`src/rtl/sdram_slot_scheduler_if.sv`:
```
// SDRAM controller port as seen by the slot scheduler.
// master = scheduler side (issues commands), slave = controller side.
interface sdram_slot_scheduler_if;
  logic [21:0] sdram_addr;
  logic [15:0] sdram_do;
  logic [15:0] sdram_di;
  logic        sdram_lb;
  logic        sdram_ub;
  logic        sdram_rd;
  logic        sdram_wr;
  logic        sdram_refresh;
  logic        sdram_busy;

  modport master (
    output sdram_addr, sdram_do, sdram_lb, sdram_ub,
           sdram_rd, sdram_wr, sdram_refresh,
    input  sdram_di, sdram_busy
  );

  modport slave (
    input  sdram_addr, sdram_do, sdram_lb, sdram_ub,
           sdram_rd, sdram_wr, sdram_refresh,
    output sdram_di, sdram_busy
  );
endinterface

```
`src/rtl/sdram_slot_scheduler.sv`:
```
// Shares one SDRAM port between bus ramdisk cycles, disk accesses and refresh.
// Define DISK_ANYSLOT_EN to let disk commands issue without waiting for access_slot.
module sdram_slot_scheduler #(
  parameter int REFRESH_PERIOD = 360,
  parameter int URGENT_FACTOR  = 2,
  parameter int VU_AW          = 18
) (
  input  logic                   clk,
  input  logic                   reset_n,
  input  logic                   access_slot,
  input  logic                   vu_rd,
  input  logic                   vu_wr,
  input  logic [VU_AW-1:0]       vu_addr,
  input  logic [7:0]             vu_wdata,
  output logic [7:0]             vu_rdata,
  output logic                   vu_rdata_valid,
  output logic                   vu_overrun,
  input  logic                   disk_rd,
  input  logic                   disk_wr,
  input  logic [22:0]            disk_addr,
  input  logic [7:0]             disk_wdata,
  output logic [7:0]             disk_rdata,
  output logic                   disk_busy,
  sdram_slot_scheduler_if.master sdram
);

  localparam int URGENT_AGE = URGENT_FACTOR * REFRESH_PERIOD;
  localparam int CNT_W      = $clog2(REFRESH_PERIOD);
  localparam int AGE_W      = $clog2(URGENT_AGE + 1);

  typedef enum logic [1:0] {S_IDLE, S_CMD, S_WAIT, S_DONE} state_t;
  typedef enum logic [1:0] {OWN_BUS, OWN_DISK, OWN_REF}     owner_t;

  state_t state, state_nxt;
  owner_t owner, grant;
  logic   grant_valid;

  logic             vu_pend, vu_pend_wr;
  logic [VU_AW-1:0] vu_pend_addr;
  logic [7:0]       vu_pend_data;
  logic             vu_req, vu_accept;

  logic        disk_pend, disk_pend_wr;
  logic [22:0] disk_pend_addr;
  logic [7:0]  disk_pend_data;
  logic        disk_accept;

  logic [CNT_W-1:0] ref_cnt;
  logic [AGE_W-1:0] ref_age;
  logic             ref_pending, ref_wrap, ref_urgent;

  logic        cmd_wr;
  logic [22:0] cmd_addr;
  logic [7:0]  cmd_data;

  logic       issue, done_cycle, rd_capture, disk_slot_ok;
  logic [7:0] rd_byte;

  assign vu_req      = vu_rd | vu_wr;
  assign vu_accept   = vu_req & ~vu_pend;
  assign disk_accept = (disk_rd | disk_wr) & ~disk_busy;
  assign ref_wrap    = (ref_cnt == CNT_W'(REFRESH_PERIOD - 1));
  assign ref_urgent  = ref_pending && (ref_age >= AGE_W'(URGENT_AGE));

`ifdef DISK_ANYSLOT_EN
  assign disk_slot_ok = 1'b1;
`else
  assign disk_slot_ok = access_slot;
`endif

  assign issue      = (state == S_IDLE) && grant_valid;
  assign done_cycle = (state == S_DONE);
  assign rd_capture = (state == S_WAIT) && !sdram.sdram_busy && !cmd_wr && (owner != OWN_REF);
  assign rd_byte    = cmd_addr[0] ? sdram.sdram_di[15:8] : sdram.sdram_di[7:0];

  // Bus requests bypass the slot so an idle scheduler issues them the next cycle.
  always_comb begin
    // NOTE: every signal written here gets a default first, so no latch is inferred.
    grant_valid = 1'b1;
    grant       = OWN_BUS;
    if (vu_pend || vu_accept)           grant = OWN_BUS;
    else if (ref_urgent)                grant = OWN_REF;
    else if (disk_pend && disk_slot_ok) grant = OWN_DISK;
    else if (ref_pending && access_slot) grant = OWN_REF;
    else                                grant_valid = 1'b0;
  end

  always_ff @(posedge clk or negedge reset_n) begin
    // NOTE: state registers use non-blocking assignments so every flop samples pre-edge values.
    if (!reset_n) state <= S_IDLE;
    else          state <= state_nxt;
  end

  always_comb begin
    state_nxt = state;
    case (state)
      S_IDLE:  if (grant_valid)        state_nxt = S_CMD;
      S_CMD:   if (sdram.sdram_busy)   state_nxt = S_WAIT;
      S_WAIT:  if (!sdram.sdram_busy)  state_nxt = S_DONE;
      S_DONE:                          state_nxt = S_IDLE;
      default:                         state_nxt = S_IDLE;
    endcase
  end

  always_comb begin
    sdram.sdram_rd      = 1'b0;
    sdram.sdram_wr      = 1'b0;
    sdram.sdram_refresh = 1'b0;
    sdram.sdram_addr    = '0;
    sdram.sdram_lb      = 1'b0;
    sdram.sdram_ub      = 1'b0;
    sdram.sdram_do      = '0;
    if ((state == S_CMD || state == S_WAIT) && owner != OWN_REF) begin
      sdram.sdram_addr = cmd_addr[22:1];
      sdram.sdram_lb   = ~cmd_addr[0];
      sdram.sdram_ub   = cmd_addr[0];
      sdram.sdram_do   = {cmd_data, cmd_data};
    end
    if (state == S_CMD) begin
      sdram.sdram_rd      = (owner != OWN_REF) && !cmd_wr;
      sdram.sdram_wr      = (owner != OWN_REF) && cmd_wr;
      sdram.sdram_refresh = (owner == OWN_REF);
    end
  end

  always_ff @(posedge clk or negedge reset_n) begin
    if (!reset_n) begin
      owner    <= OWN_BUS;
      cmd_wr   <= 1'b0;
      cmd_addr <= '0;
      cmd_data <= '0;
    end else if (issue) begin
      owner <= grant;
      case (grant)
        OWN_BUS: begin
          if (vu_pend) begin
            cmd_wr   <= vu_pend_wr;
            cmd_addr <= 23'(vu_pend_addr);
            cmd_data <= vu_pend_data;
          end else begin
            cmd_wr   <= vu_wr;
            cmd_addr <= 23'(vu_addr);
            cmd_data <= vu_wdata;
          end
        end
        OWN_DISK: begin
          cmd_wr   <= disk_pend_wr;
          cmd_addr <= disk_pend_addr;
          cmd_data <= disk_pend_data;
        end
        default: begin
          cmd_wr   <= 1'b0;
          cmd_addr <= '0;
          cmd_data <= '0;
        end
      endcase
    end
  end

  // The bus slot stays full while its command is in flight; it empties at DONE.
  always_ff @(posedge clk or negedge reset_n) begin
    if (!reset_n) begin
      vu_pend      <= 1'b0;
      vu_pend_wr   <= 1'b0;
      vu_pend_addr <= '0;
      vu_pend_data <= '0;
      vu_overrun   <= 1'b0;
    end else begin
      if (vu_accept) begin
        vu_pend      <= 1'b1;
        vu_pend_wr   <= vu_wr;
        vu_pend_addr <= vu_addr;
        vu_pend_data <= vu_wdata;
      end else if (done_cycle && owner == OWN_BUS) begin
        vu_pend <= 1'b0;
      end
      if (vu_req && vu_pend) vu_overrun <= 1'b1;
    end
  end

  always_ff @(posedge clk or negedge reset_n) begin
    if (!reset_n) begin
      disk_pend      <= 1'b0;
      disk_busy      <= 1'b0;
      disk_pend_wr   <= 1'b0;
      disk_pend_addr <= '0;
      disk_pend_data <= '0;
    end else if (disk_accept) begin
      disk_pend      <= 1'b1;
      disk_busy      <= 1'b1;
      disk_pend_wr   <= disk_wr;
      disk_pend_addr <= disk_addr;
      disk_pend_data <= disk_wdata;
    end else begin
      if (issue && grant == OWN_DISK)      disk_pend <= 1'b0;
      if (done_cycle && owner == OWN_DISK) disk_busy <= 1'b0;
    end
  end

  // A wrap landing on the refresh DONE cycle starts a fresh request rather than being lost.
  always_ff @(posedge clk or negedge reset_n) begin
    if (!reset_n) begin
      ref_cnt     <= '0;
      ref_pending <= 1'b0;
      ref_age     <= '0;
    end else begin
      ref_cnt <= ref_wrap ? '0 : ref_cnt + 1'b1;
      if (done_cycle && owner == OWN_REF) begin
        ref_pending <= ref_wrap;
        ref_age     <= '0;
      end else begin
        if (ref_wrap) ref_pending <= 1'b1;
        if (ref_pending && ref_age < AGE_W'(URGENT_AGE)) ref_age <= ref_age + 1'b1;
      end
    end
  end

  always_ff @(posedge clk or negedge reset_n) begin
    if (!reset_n) begin
      vu_rdata       <= '0;
      vu_rdata_valid <= 1'b0;
      disk_rdata     <= '0;
    end else begin
      vu_rdata_valid <= rd_capture && owner == OWN_BUS;
      if (rd_capture && owner == OWN_BUS)  vu_rdata   <= rd_byte;
      if (rd_capture && owner == OWN_DISK) disk_rdata <= rd_byte;
    end
  end

endmodule
```
`src/flat_wrapper.sv`:
```
// flat-port wrapper written by rule: the top's interface ports become plain ports
module sdram_slot_scheduler_flat 
#(
  parameter int REFRESH_PERIOD = 360,
  parameter int URGENT_FACTOR  = 2,
  parameter int VU_AW          = 18
)
  (clk, reset_n, access_slot, vu_rd, vu_wr, vu_addr, vu_wdata, vu_rdata, vu_rdata_valid, vu_overrun, disk_rd, disk_wr, disk_addr, disk_wdata, disk_rdata, disk_busy, sdram_sdram_addr, sdram_sdram_do, sdram_sdram_lb, sdram_sdram_ub, sdram_sdram_rd, sdram_sdram_wr, sdram_sdram_refresh, sdram_sdram_di, sdram_sdram_busy);
  sdram_slot_scheduler_if sdram_i ();
  input  logic clk;
  input  logic reset_n;
  input  logic access_slot;
  input  logic vu_rd;
  input  logic vu_wr;
  input  logic [VU_AW-1:0] vu_addr;
  input  logic [7:0] vu_wdata;
  output logic [7:0] vu_rdata;
  output logic vu_rdata_valid;
  output logic vu_overrun;
  input  logic disk_rd;
  input  logic disk_wr;
  input  logic [22:0] disk_addr;
  input  logic [7:0] disk_wdata;
  output logic [7:0] disk_rdata;
  output logic disk_busy;
  output wire logic [$bits(sdram_i.sdram_addr)-1:0] sdram_sdram_addr;
  output wire logic [$bits(sdram_i.sdram_do)-1:0] sdram_sdram_do;
  output wire logic [$bits(sdram_i.sdram_lb)-1:0] sdram_sdram_lb;
  output wire logic [$bits(sdram_i.sdram_ub)-1:0] sdram_sdram_ub;
  output wire logic [$bits(sdram_i.sdram_rd)-1:0] sdram_sdram_rd;
  output wire logic [$bits(sdram_i.sdram_wr)-1:0] sdram_sdram_wr;
  output wire logic [$bits(sdram_i.sdram_refresh)-1:0] sdram_sdram_refresh;
  input wire logic [$bits(sdram_i.sdram_di)-1:0] sdram_sdram_di;
  input wire logic [$bits(sdram_i.sdram_busy)-1:0] sdram_sdram_busy;
  assign sdram_sdram_addr = sdram_i.sdram_addr;
  assign sdram_sdram_do = sdram_i.sdram_do;
  assign sdram_sdram_lb = sdram_i.sdram_lb;
  assign sdram_sdram_ub = sdram_i.sdram_ub;
  assign sdram_sdram_rd = sdram_i.sdram_rd;
  assign sdram_sdram_wr = sdram_i.sdram_wr;
  assign sdram_sdram_refresh = sdram_i.sdram_refresh;
  assign sdram_i.sdram_di = sdram_sdram_di;
  assign sdram_i.sdram_busy = sdram_sdram_busy;
  sdram_slot_scheduler #(.REFRESH_PERIOD(REFRESH_PERIOD), .URGENT_FACTOR(URGENT_FACTOR), .VU_AW(VU_AW)) u_core (.clk(clk), .reset_n(reset_n), .access_slot(access_slot), .vu_rd(vu_rd), .vu_wr(vu_wr), .vu_addr(vu_addr), .vu_wdata(vu_wdata), .vu_rdata(vu_rdata), .vu_rdata_valid(vu_rdata_valid), .vu_overrun(vu_overrun), .disk_rd(disk_rd), .disk_wr(disk_wr), .disk_addr(disk_addr), .disk_wdata(disk_wdata), .disk_rdata(disk_rdata), .disk_busy(disk_busy), .sdram(sdram_i));
endmodule
```
`config.mk`:
```
export PLATFORM = sky130hd
export DESIGN_NAME = sdram_slot_scheduler_flat
export DESIGN_NICKNAME = d
export VERILOG_FILES = /design/src/rtl/sdram_slot_scheduler_if.sv /design/src/rtl/sdram_slot_scheduler.sv /design/src/flat_wrapper.sv
export SDC_FILE = /design/constraint.sdc
export NUM_CORES = 1
export LEC_CHECK = 0
export CORE_AREA = 2 2 115 117
export CTS_BUF_LIST = sky130_fd_sc_hd__clkbuf_8
export DETAILED_ROUTE_END_ITERATION = 8
export DIE_AREA = 0 0 117 119
export GPL_TIMING_DRIVEN = 0
export PLACE_DENSITY = 0.77
export RECOVER_POWER = 25
export SYNTH_ARGS = -nofsm -noshare
export SYNTH_HDL_FRONTEND = slang
export SYNTH_SLANG_ARGS = --single-unit
```
`constraint.sdc`:
```
create_clock -name clk -period 1.9 [get_ports clk]
set_input_delay 0.19 -clock clk [delete_from_list [all_inputs] [get_ports clk]]
set_output_delay 0.19 -clock clk [all_outputs]
set_load 0.1 [all_outputs]
```
==> results of run 1 <==
where the power goes:
part	internal (mW)	switching [mW]	total, mW
Combinational	4.47	6.08	10.6
Clock	1.35	1.13	2.48
Sequential	3.99	0.678	4.67
Total	9.81	7.89	17.7
layout by cell type (no fill, tap or decap), drive strengths merged, types with 13 or more instances in the layout:
master         count
clkbuf            39
nand2             33
buf               80
mux2i             37
o21ai             22
dfrtp            136
clkdlybuf4s15     13
and3              35
clkdlybuf4s50     79
nor2              45
a221o             27
mux2              60
sequential cells by signal, indices dropped and copies added, names as in the netlist, 9 cells and up:
register	cells
u_core.cmd_addr	23
u_core.ref_cnt	9
u_core.disk_pend_addr	23
u_core.vu_pend_addr	18
u_core.ref_age	10
worst min-delay path by stage:
stage / from / endpoint / slack, ns
floorplan: reset_n / u_core.cmd_addr[0] / -0.11
global placement: u_core.ref_cnt[0] / u_core.ref_cnt[0] / 0.44
detailed placement: reset_n / u_core.disk_pend_addr[18] / 0.22
CTS: reset_n / u_core.cmd_addr[16] / 0.30
global route: disk_addr[4] / u_core.disk_pend_addr[4] / 0.33
finish: disk_addr[9] / u_core.disk_pend_addr[9] / 0.33
final cells by class:
type | instances | area share (%)
buffer | 35 | 3.340
clock buffer | 19 | 2.837
clock inverter | 12 | 1.629
inverter | 11 | 0.4480
multi-input combinational | 342 | 30.59
sequential | 136 | 36.97
tap | 176 | 2.389
timing repair buffer | 161 | 21.80
metrics by stage:
step	instance area [µm²]	hold WS (ns)	total power, mW	cells	setup WS, ns
2_1_floorplan	6304	-0.1056	10.83	525	-0.1810
3_3_place_gp	7945	0.4441	12.66	843	-5.091
3_5_place_dp	7974	0.2201	12.90	844	-1.052
4_1_cts	9107	0.3017	17.34	887	-0.1907
5_1_grt	9216	0.3256	18.42	892	-0.2896
6_report	9216	0.3318	17.70	892	-0.2476
cell families after synthesis:
logic type | count (synthesis)
simple gates | 147
buf+inv | 47
fa+ha+maj | 8
compound gates | 84
xor+xnor | 6
flops | 136
mux | 97
layer usage:
metal | track usage (%) | part of all wire, %
met1 | 30.25 | 41
met2 | 41.04 | 51
met3 | 6.260 | 5.1
met4 | 11.76 | 3.5
met5 | 0 | 0
repair_timing:
item / in CTS / in global routing
hold endpoints to repair: 63 / 0
setup endpoints to repair: 92 / 108
cloned: 2 / 0
setup buffers: 10 / 5
gates resized for setup: 460 / 41
pin swaps: 2 / 3
hold buffers: 1 / 0
==> impl_results.rst, run 1 <==
.. list-table::
   :header-rows: 1

   * - Metric
     - Value
   * - Most frequent cell after synthesis
     - dfrtp_1
   * - Endpoint of the worst-slack reg-to-reg timing path
     - u_core.cmd_addr[15]
   * - Final layout net count
     - 793
   * - Synthesized Nets
     - 614
   * - Worst setup path end
     - sdram_sdram_do[15]
   * - Number of filler cells placed in the layout
     - 849
   * - Final Skew
     - 0.009051 ns
   * - Final hold vios
     - 0
   * - Startpoint kind of the worst setup timing path
     - register
   * - CP endpoint kind
     - output port
   * - Port buffer count
     - 142
   * - Syn. warnings
     - 0
   * - Standard-cell rows
     - 42
   * - R2R setup slack
     - 0.07 ns
   * - Starting utilization of the core area
     - 48.61%
   * - Number of global-route vias before repair
     - 5,244
   * - Minimum setup slack in the final design
     - -0.2476 ns
   * - Violated checks
     - setup timing
   * - Max Clk Rate
     - 0.4656 GHz
   * - Clk pin slew, worst setup/hold paths
     - 0.08 ns
   * - Count of final setup violators
     - 39
   * - DPL Wire Length
     - 11,040 µm
   * - Number of cells on the worst hold path
     - 2
   * - TritonCTS clock tree
     - yes
   * - Leading cell types by total area after synthesis
     - dfrtp_1 (54%), mux2_2 (11%), mux2i_1 (5.9%)
   * - Total stage count of the critical path
     - 6
   * - Start of the worst register-to-register path
     - u_core.ref_age[5]
   * - Die Width
     - 117 µm
   * - Number of violations reported at the end of detailed-routing iteration 0
     - 309
   * - Power density cells
     - 1921 mW/mm²
   * - Clock root buffer
     - clkbuf_8
   * - Endpoint arrival time on the critical path
     - 1.96 ns
   * - Period Utilization, post-route
     - 113.0%
   * - Most frequent cells after synthesis
     - dfrtp_1 (136), mux2_2 (60), nor2_1 (45)
   * - Worst Path Class, Setup
     - reg -> out
   * - Slowest Stage Delay on Critical Path
     - 0.39 ns
   * - Clk Latency, worst-skew pair
     - 0.47 ns
   * - Worst Tran Pin Value
     - 1.441 ns
   * - Post-Synthesis Cell Area
     - 0.006259 mm²
   * - Dominant combinational cell family by area after synthesis
     - multiplexers
   * - Async set-or-reset flop fraction in the synthesized netlist
     - 100.0%
   * - Largest net degree at the start of global routing
     - 74
   * - Number of library cell types mapped by synthesis
     - 49
   * - Number of max-slew violations in the final report
     - 0
   * - Cell-by-cell trace of the critical path
     - inv_2 -> ha_4 -> clkbuf_16 -> and3_4 -> buf_6 -> buf_12
   * - Core Footprint
     - 0.01287 mm²
   * - Portion of netlist area occupied by mux cells
     - 16.71%
   * - Via count
     - 4,994
   * - Setup repair after global routing missed its margin
     - yes
   * - Post-route DRC
     - 0
   * - Crit Path Max Fanout
     - 8
   * - Count of cells along the worst register-to-register path
     - 5
   * - Growth of design area from synthesis to finish
     - 47.26%
   * - Count of pins on the block boundary
     - 143
   * - H-tree depth
     - 4
   * - Final critical-path required period
     - 2.148 ns
   * - Delay-heaviest family, CP
     - buffers and inverters
   * - Outcome
     - complete, but fails checks
   * - Footprint of the multi-input gates
     - 0.002819 mm²
   * - Sequential element share of the synthesized area
     - 54.38%
   * - Relative max-transition margin
     - 3.937%
   * - Type of the tightest min-delay check
     - in -> reg
   * - Synth area leader
     - dfrtp_1
   * - Number of enable flip-flop cells after synthesis
     - 0
   * - # Max-Cap Violations
     - 0
   * - Clock buffers created by TritonCTS
     - 17
   * - Synth top area share
     - 54.38%
   * - Sinks on the clock net
     - 136
   * - Synth Area in Simple Gates
     - 11.60%
   * - Synth Area in XOR/XNOR
     - 0.8397%
   * - Final core occ
     - 71.58%
   * - Synth Area in Compound Gates
     - 10.96%
   * - Number of nets with antenna violations after routing
     - 0
   * - Die height
     - 119 µm
   * - Area taken by flip-flops and latches
     - 0.003407 mm²
   * - Ant. Diodes
     - 0
   * - Commonest register cell after synthesis
     - dfrtp_1
   * - GRT Overall Usage
     - 24.86%
   * - Crit path required time
     - 1.71 ns
   * - Source of the critical timing path
     - u_core.state[1]
   * - DR pass1 iterations
     - 4
   * - Share of synthesized cell area in full adder, half adder and majority cells
     - 1.599%
   * - Total grt overflow
     - 0
   * - Wire length of the first global-routing pass
     - 26,270 µm
   * - Buffer levels on the longest clock path
     - 2
   * - CP Buf/Inv Count
     - 4
   * - Die Area
     - 0.01392 mm²
   * - Cell with the largest stage delay on the worst path
     - dfrtp_1
   * - Mapped Avg Cell Area
     - 11.92 µm²
   * - RePlAce Congestion
     - 0.8259
   * - Share of final-layout standard cells stronger than drive strength 1
     - 32.82%
   * - Number of antenna violations at the first check in global routing
     - 0
   * - Final routed wire length divided by cell count
     - 18.57 µm
   * - Number of storage elements in the synthesis netlist
     - 136
   * - Leakage Power
     - 4.204 nW
   * - Number of instances in the synthesized netlist
     - 525
   * - Maximum vdd drop
     - 1.344 mV
   * - Total detailed-routing wirelength
     - 16,570 µm
   * - Routed vias/inst
     - 5.599
   * - Final-layout setup total negative slack
     - -7.400 ns
No activity file was read; power rests on OpenSTA's default activity.
==> inputs of run 2 (changes only) <==
CTS_BUF_LIST = sky130_fd_sc_hd__clkbuf_16   (was sky130_fd_sc_hd__clkbuf_8)
==> run 2 against run 1 <==
Net effect: the flow still finishes with violations (setup timing); sequential power is essentially flat; sequential share of layout area shrank 0.45 points; die area did not move; worst setup slack improved by 0.066 ns.
==> impl_results.rst, run 2 (synthesized netlist as in run 1, its figures left out) <==
.. list-table::
   :header-rows: 1

   * - Metric
     - Value
   * - Outcome
     - complete, but fails checks
   * - Violated checks
     - setup timing
   * - Leakage Power
     - 4.299 nW
   * - Total detailed-routing wirelength
     - 17,070 µm
   * - Power density cells
     - 1955 mW/mm²
   * - Via count
     - 5,014
   * - Max Clk Rate
     - 0.4803 GHz
   * - Largest net degree at the start of global routing
     - 74
   * - Delay-heaviest family, CP
     - buffers and inverters
   * - Worst Path Class, Setup
     - reg -> out
   * - Type of the tightest min-delay check
     - in -> reg
   * - Number of global-route vias before repair
     - 5,369
   * - Startpoint kind of the worst setup timing path
     - register
   * - Final hold vios
     - 0
   * - Final Skew
     - 0.006259 ns
   * - Final critical-path required period
     - 2.082 ns
   * - Maximum vdd drop
     - 1.323 mV
   * - Setup repair after global routing missed its margin
     - yes
   * - Routed vias/inst
     - 5.634
   * - Total grt overflow
     - 0
   * - Final hold slack
     - 0.3805 ns
   * - Total power consumption of the routed design
     - 18.24 mW
   * - DR pass1 iterations
     - 5
   * - Slowest Stage Delay on Critical Path
     - 0.39 ns
   * - Footprint of the multi-input gates
     - 0.002819 mm²
   * - CP Buf/Inv Count
     - 4
   * - Clk Latency, worst-skew pair
     - 0.42 ns
   * - Standard-cell rows
     - 42
   * - Count of pins on the block boundary
     - 143
   * - Final routed wire length divided by cell count
     - 19.18 µm
   * - DPL Wire Length
     - 11,040 µm
   * - Buffer levels on the longest clock path
     - 2
   * - Crit path required time
     - 1.71 ns
   * - Die Area
     - 0.01392 mm²
   * - Clock root buffer
     - clkbuf_16
   * - Starting utilization of the core area
     - 48.61%
   * - GRT Overall Usage
     - 25.53%
   * - Growth of design area from synthesis to finish
     - 49.04%
   * - Number of antenna violations at the first check in global routing
     - 0
   * - Number of nets with antenna violations after routing
     - 0
   * - Crit Path Max Fanout
     - 8
   * - Die height
     - 119 µm
   * - Wire length of the first global-routing pass
     - 27,100 µm
   * - Commonest cells after routing, fill and taps aside
     - dfrtp_1 (134), clkdlybuf4s50_1 (79), mux2_2 (59), nor2_1 (42), buf_12 (40)
   * - Port buffer count
     - 142
   * - Die Width
     - 117 µm
   * - TritonCTS clock tree
     - yes
   * - Registers with the highest flip-flop counts
     - u_core.cmd_addr (23), u_core.disk_pend_addr (23), u_core.vu_pend_addr (18)
   * - H-tree depth
     - 4
   * - Endpoint arrival time on the critical path
     - 1.89 ns
   * - # Max-Cap Violations
     - 0
   * - Share of final-layout standard cells stronger than drive strength 1
     - 31.84%
   * - Cell with the largest stage delay on the worst path
     - dfrtp_1
   * - Number of filler cells placed in the layout
     - 829
   * - Cell-by-cell trace of the critical path
     - inv_2 -> ha_4 -> clkbuf_8 -> and3_4 -> buf_6 -> buf_12
   * - Area taken by flip-flops and latches
     - 0.003406 mm²
   * - Number of max-slew violations in the final report
     - 0
   * - Relative max-transition margin
     - 2.233%
   * - RePlAce Congestion
     - 0.8259
   * - CP endpoint kind
     - output port
   * - Sinks on the clock net
     - 136
   * - Number of violations reported at the end of detailed-routing iteration 0
     - 354
   * - Worst Tran Pin Value
     - 1.466 ns
   * - Post-route DRC
     - 0
   * - Most frequent standard cell in the layout excluding fill and tap cells
     - dfrtp_1
   * - Final core occ
     - 72.45%
   * - Count of final setup violators
     - 38
   * - Minimum setup slack in the final design
     - -0.1821 ns
   * - Final layout net count
     - 790
   * - Clock buffers created by TritonCTS
     - 17
   * - Clk pin slew, worst setup/hold paths
     - 0.06 ns
   * - Core Footprint
     - 0.01287 mm²
   * - Period Utilization, post-route
     - 109.6%
==> run 2: cell count changes in the layout (fill, tap and decap cells not counted), sizes merged <==
cell	before	now
buf	80	79
clkbuf	39	32
dlygate4sd2	3	18
clkinv	6	8
clkdlybuf4s15	13	1
diode	0	1
==> run 2: area by class of cell <==
cell class | count | share of cell area (%)
clock buffer | 17 | 4.561
tap | 176 | 2.361
buffer | 35 | 3.313
clock inverter | 14 | 1.690
sequential | 136 | 36.51
antenna | 1 | 0.02683
inverter | 11 | 0.4427
timing repair buffer | 158 | 20.87
multi-input combinational | 342 | 30.22
==> run 2: metal layers <==
metal	global-route usage, %	vias to the layer above	part of all wire [%]
met3	6.310	39	4.9
met5	0	-	0
met1	30.78	2538	41
met4	10.66	0	2.6
met2	43.24	179	52
li1	-	2258	-
==> run 2: what timing repair did <==
action                                  in CTS  in global routing
cloned                                       2                  0
resized for setup                          458                 17
buffers inserted                             7                  6
hold endpoints to repair                    63                  0
endpoints found under the setup margin      93                 72
pin swaps                                    2                  2
hold buffers                                 1                  0
==> run 2: worst paths after layout <==
| check | from | end | slack (ns) | depth (start not counted) |
|---|---|---|---|---|
| max | u_core.state[1] | sdram_sdram_do[11] | -0.18 | 6 |
| min | disk_addr[9] | u_core.disk_pend_addr[9] | 0.38 | 2 |
| max reg2reg | u_core.ref_age[5] | u_core.cmd_addr[17] | 0.05 | 5 |
| min reg2reg | u_core.ref_cnt[0] | u_core.ref_cnt[0] | 0.45 | 1 |
| max in group asynchronous | reset_n | u_core.cmd_addr[0] | 0.17 | 3 |
| min in group asynchronous | reset_n | u_core.disk_pend_addr[18] | 0.69 | 2 |
==> run 2: report_power, final <==
group	total [mW]	leakage [nW]	switching (mW)	internal [mW]
logic	10.3	2.33	6.05	4.22
clock network	3.28	0.280	1.24	2.04
registers	4.69	1.69	0.690	4.00
total	18.2	4.30	7.98	10.3
==> run 2: per-stage QoR <==
| step | worst slack (ns) | area [µm²] | TNS (ns) | instances |
|---|---|---|---|---|
| after floorplan | -0.1810 | 6304 | -1.575 | 525 |
| after global placement | -5.091 | 7945 | -682.03 | 843 |
| after detailed placement | -1.052 | 7974 | -63.58 | 844 |
| after CTS | -0.1474 | 9238 | -2.822 | 884 |
| after global routing | -0.2348 | 9325 | -11.73 | 889 |
| final | -0.1821 | 9328 | -3.969 | 890 |
==> run 2: worst register-to-register path: stages, from the launching register on <==
cell and delay [ns]:
dfrtp_1 0.50, o211ai_4 0.16, a211oi_4 0.36, o21ai_4 0.15, buf_6 0.18, a221o_1 0.37
==> inputs of run 3 (changes only) <==
clock period = 2.2 ns   (was 1.9 ns; I/O delays follow)
==> run 3 against run 2 <==
Net effect: register-to-register slack better by 0.13 ns; routed wire length down 9.1%; the run now ends clean; highest routed layer unchanged; core utilization down 6.0 points.
==> impl_results.rst, run 3 (synthesized netlist as in run 1, its figures left out) <==
.. list-table::
   :header-rows: 1

   * - Metric
     - Value
   * - Post-route DRC
     - 0
   * - Endpoint arrival time on the critical path
     - 1.92 ns
   * - Routed vias/inst
     - 5.597
   * - Sinks on the clock net
     - 136
   * - Count of final setup violators
     - 0
   * - Count of pins on the block boundary
     - 143
   * - Part of the power in registers
     - 28.7%
   * - DPL Wire Length
     - 10,940 µm
   * - GRT Overall Usage
     - 23.14%
   * - Final layout net count
     - 777
   * - Type of the tightest min-delay check
     - in -> async
   * - Standard-cell rows
     - 42
   * - Crit path required time
     - 1.98 ns
   * - Final hold vios
     - 0
   * - Leakage Power
     - 4.052 nW
   * - Clock buffers created by TritonCTS
     - 17
   * - Internal power consumption
     - 7.540 mW
   * - RePlAce Congestion
     - 0.8069
   * - Area taken by flip-flops and latches
     - 0.003405 mm²
   * - Worst Tran Pin Value
     - 1.281 ns
   * - Final critical-path required period
     - 2.141 ns
   * - Port buffer count
     - 142
   * - Via count
     - 4,909
   * - Clk pin slew, worst setup/hold paths
     - 0.06 ns
   * - Number of global-route vias before repair
     - 4,949
   * - # Max-Cap Violations
     - 0
   * - Switching component of the power
     - 6.484 mW
   * - Endpoint of the worst-slack reg-to-reg timing path
     - u_core.cmd_addr[15]
   * - Fraction of power consumed by the clock network
     - 18.8%
   * - Final routed wire length divided by cell count
     - 17.70 µm
   * - Wire length of the first global-routing pass
     - 24,580 µm
   * - Non-filler cells, final
     - 877
   * - Period Utilization, post-route
     - 97.31%
   * - Final Skew
     - 0.01070 ns
   * - Outcome
     - complete, no violations
   * - Crit Path Max Fanout
     - 2
   * - Count of cells along the worst register-to-register path
     - 5
   * - Die Width
     - 117 µm
   * - Final core occ
     - 66.45%
   * - Die Area
     - 0.01392 mm²
   * - Power density cells
     - 1639 mW/mm²
   * - Core Footprint
     - 0.01287 mm²
   * - Delay-heaviest family, CP
     - buffers and inverters
   * - Number of cells after detailed placement
     - 844
   * - Total grt overflow
     - 0
   * - CP Buf/Inv Count
     - 1
   * - Slowest Stage Delay on Critical Path
     - 1.15 ns
   * - Clk Latency, worst-skew pair
     - 0.42 ns
   * - Commonest cells after routing, fill and taps aside
     - dfrtp_1 (135), clkdlybuf4s50_1 (97), mux2_2 (60), nor2_1 (42), mux2i_1 (37)
   * - Startpoint kind of the worst setup timing path
     - register
   * - Number of max-slew violations in the final report
     - 0
   * - Cell-by-cell trace of the critical path
     - clkdlybuf4s50_1
   * - H-tree depth
     - 4
   * - Number of antenna violations at the first check in global routing
     - 0
   * - Total power consumption of the routed design
     - 14.02 mW
   * - Logic pwr share
     - 52.5%
   * - CP endpoint kind
     - output port
   * - Number of nets with antenna violations after routing
     - 0
   * - Maximum vdd drop
     - 1.039 mV
   * - Largest net degree at the start of global routing
     - 106
   * - Worst Path Class, Setup
     - reg -> out
   * - Start of the worst register-to-register path
     - u_core.vu_pend
   * - Total detailed-routing wirelength
     - 15,530 µm
   * - R2R setup slack
     - 0.18 ns
   * - Setup repair after global routing missed its margin
     - no
   * - Buffer levels on the longest clock path
     - 2
   * - Share of final-layout standard cells stronger than drive strength 1
     - 26.96%
   * - Max Clk Rate
     - 0.4671 GHz
   * - Number of violations reported at the end of detailed-routing iteration 0
     - 297
   * - Ant. Diodes
     - 0
   * - Cell with the largest stage delay on the worst path
     - clkdlybuf4s50_1
   * - DR pass1 iterations
     - 5
   * - Most frequent standard cell in the layout excluding fill and tap cells
     - dfrtp_1
   * - TritonCTS clock tree
     - yes
   * - Relative max-transition margin
     - 14.58%
   * - Switching share of power
     - 46.24%
   * - Die height
     - 119 µm
   * - Footprint of the multi-input gates
     - 0.002648 mm²
   * - Number of filler cells placed in the layout
     - 1,006
   * - Growth of design area from synthesis to finish
     - 36.71%
   * - Starting utilization of the core area
     - 48.61%
   * - Clock root buffer
     - clkbuf_16
   * - Registers with the highest flip-flop counts
     - u_core.cmd_addr (23), u_core.disk_pend_addr (23), u_core.vu_pend_addr (18)
[run 3: cell count changes in the layout (fill, tap and decap cells not counted), moves of 4 or more]
cell	previous run	this run
and3_1	6	27
buf_2	11	16
buf_6	14	18
and3_4	29	0
buf_12	40	5
clkdlybuf4s50_1	79	97
buf_4	13	28
and3_2	0	8
dlygate4sd2_1	18	1
[run 3: routing by layer]
metal	track usage (%)	vias to the layer above	part of all wire, %
met3	5.649	25	5.8
met2	38.40	180	51
met4	8.309	0	1.7
met5	0	-	0
met1	29.33	2473	42
li1	-	2231	-
[run 3: cell type report]
class	count	share of cell area, %
sequential	136	39.79
multi-input combinational	342	30.94
timing repair buffer	145	17.15
clock buffer	17	4.972
tap	176	2.574
buffer	35	2.559
clock inverter	15	1.521
inverter	11	0.4826
[run 3: worst max-delay path by stage]
stage / start / end / cells after the start
global placement: reset_n / u_core.disk_pend_addr[21] / 1
global route: u_core.state[1] / sdram_sdram_addr[21] / 4
detailed placement: u_core.state[1] / sdram_sdram_do[15] / 6
floorplan: u_core.state[0] / sdram_sdram_do[10] / 5
finish: u_core.vu_rdata[4] / vu_rdata[4] / 1
CTS: u_core.state[1] / sdram_sdram_addr[17] / 5
[run 3: timing repair]
item                                    CTS  global route
setup buffers                             0             1
endpoints found under the hold margin    31             0
resized for setup                       274            35
hold buffers                              1             0
endpoints found under the setup margin   44            43
[run 3: power by group through the flow]
stage,sequential (mW),combinational (mW),clock (mW)
floorplan,4.54,4.78,0
global placement,3.94,6.96,0
detailed placement,3.99,7.12,0
CTS,4.01,7.21,2.66
global route,4.12,7.73,2.80
finish,4.03,7.36,2.64
[run 3: metrics by stage]
stage          instance area, µm²  worst slack (ns)  setup TNS (ns)  hold slack, ns
5_1_grt                      8556          0.002541               0          0.2536
3_3_place_gp                 7918            -4.306         -615.34          0.4462
6_report                     8556           0.05920               0          0.2370
4_1_cts                      8509          0.001307               0          0.2515
3_5_place_dp                 7946           -0.7974          -31.59          0.1237
2_1_floorplan                6276           0.08782               0        -0.07559
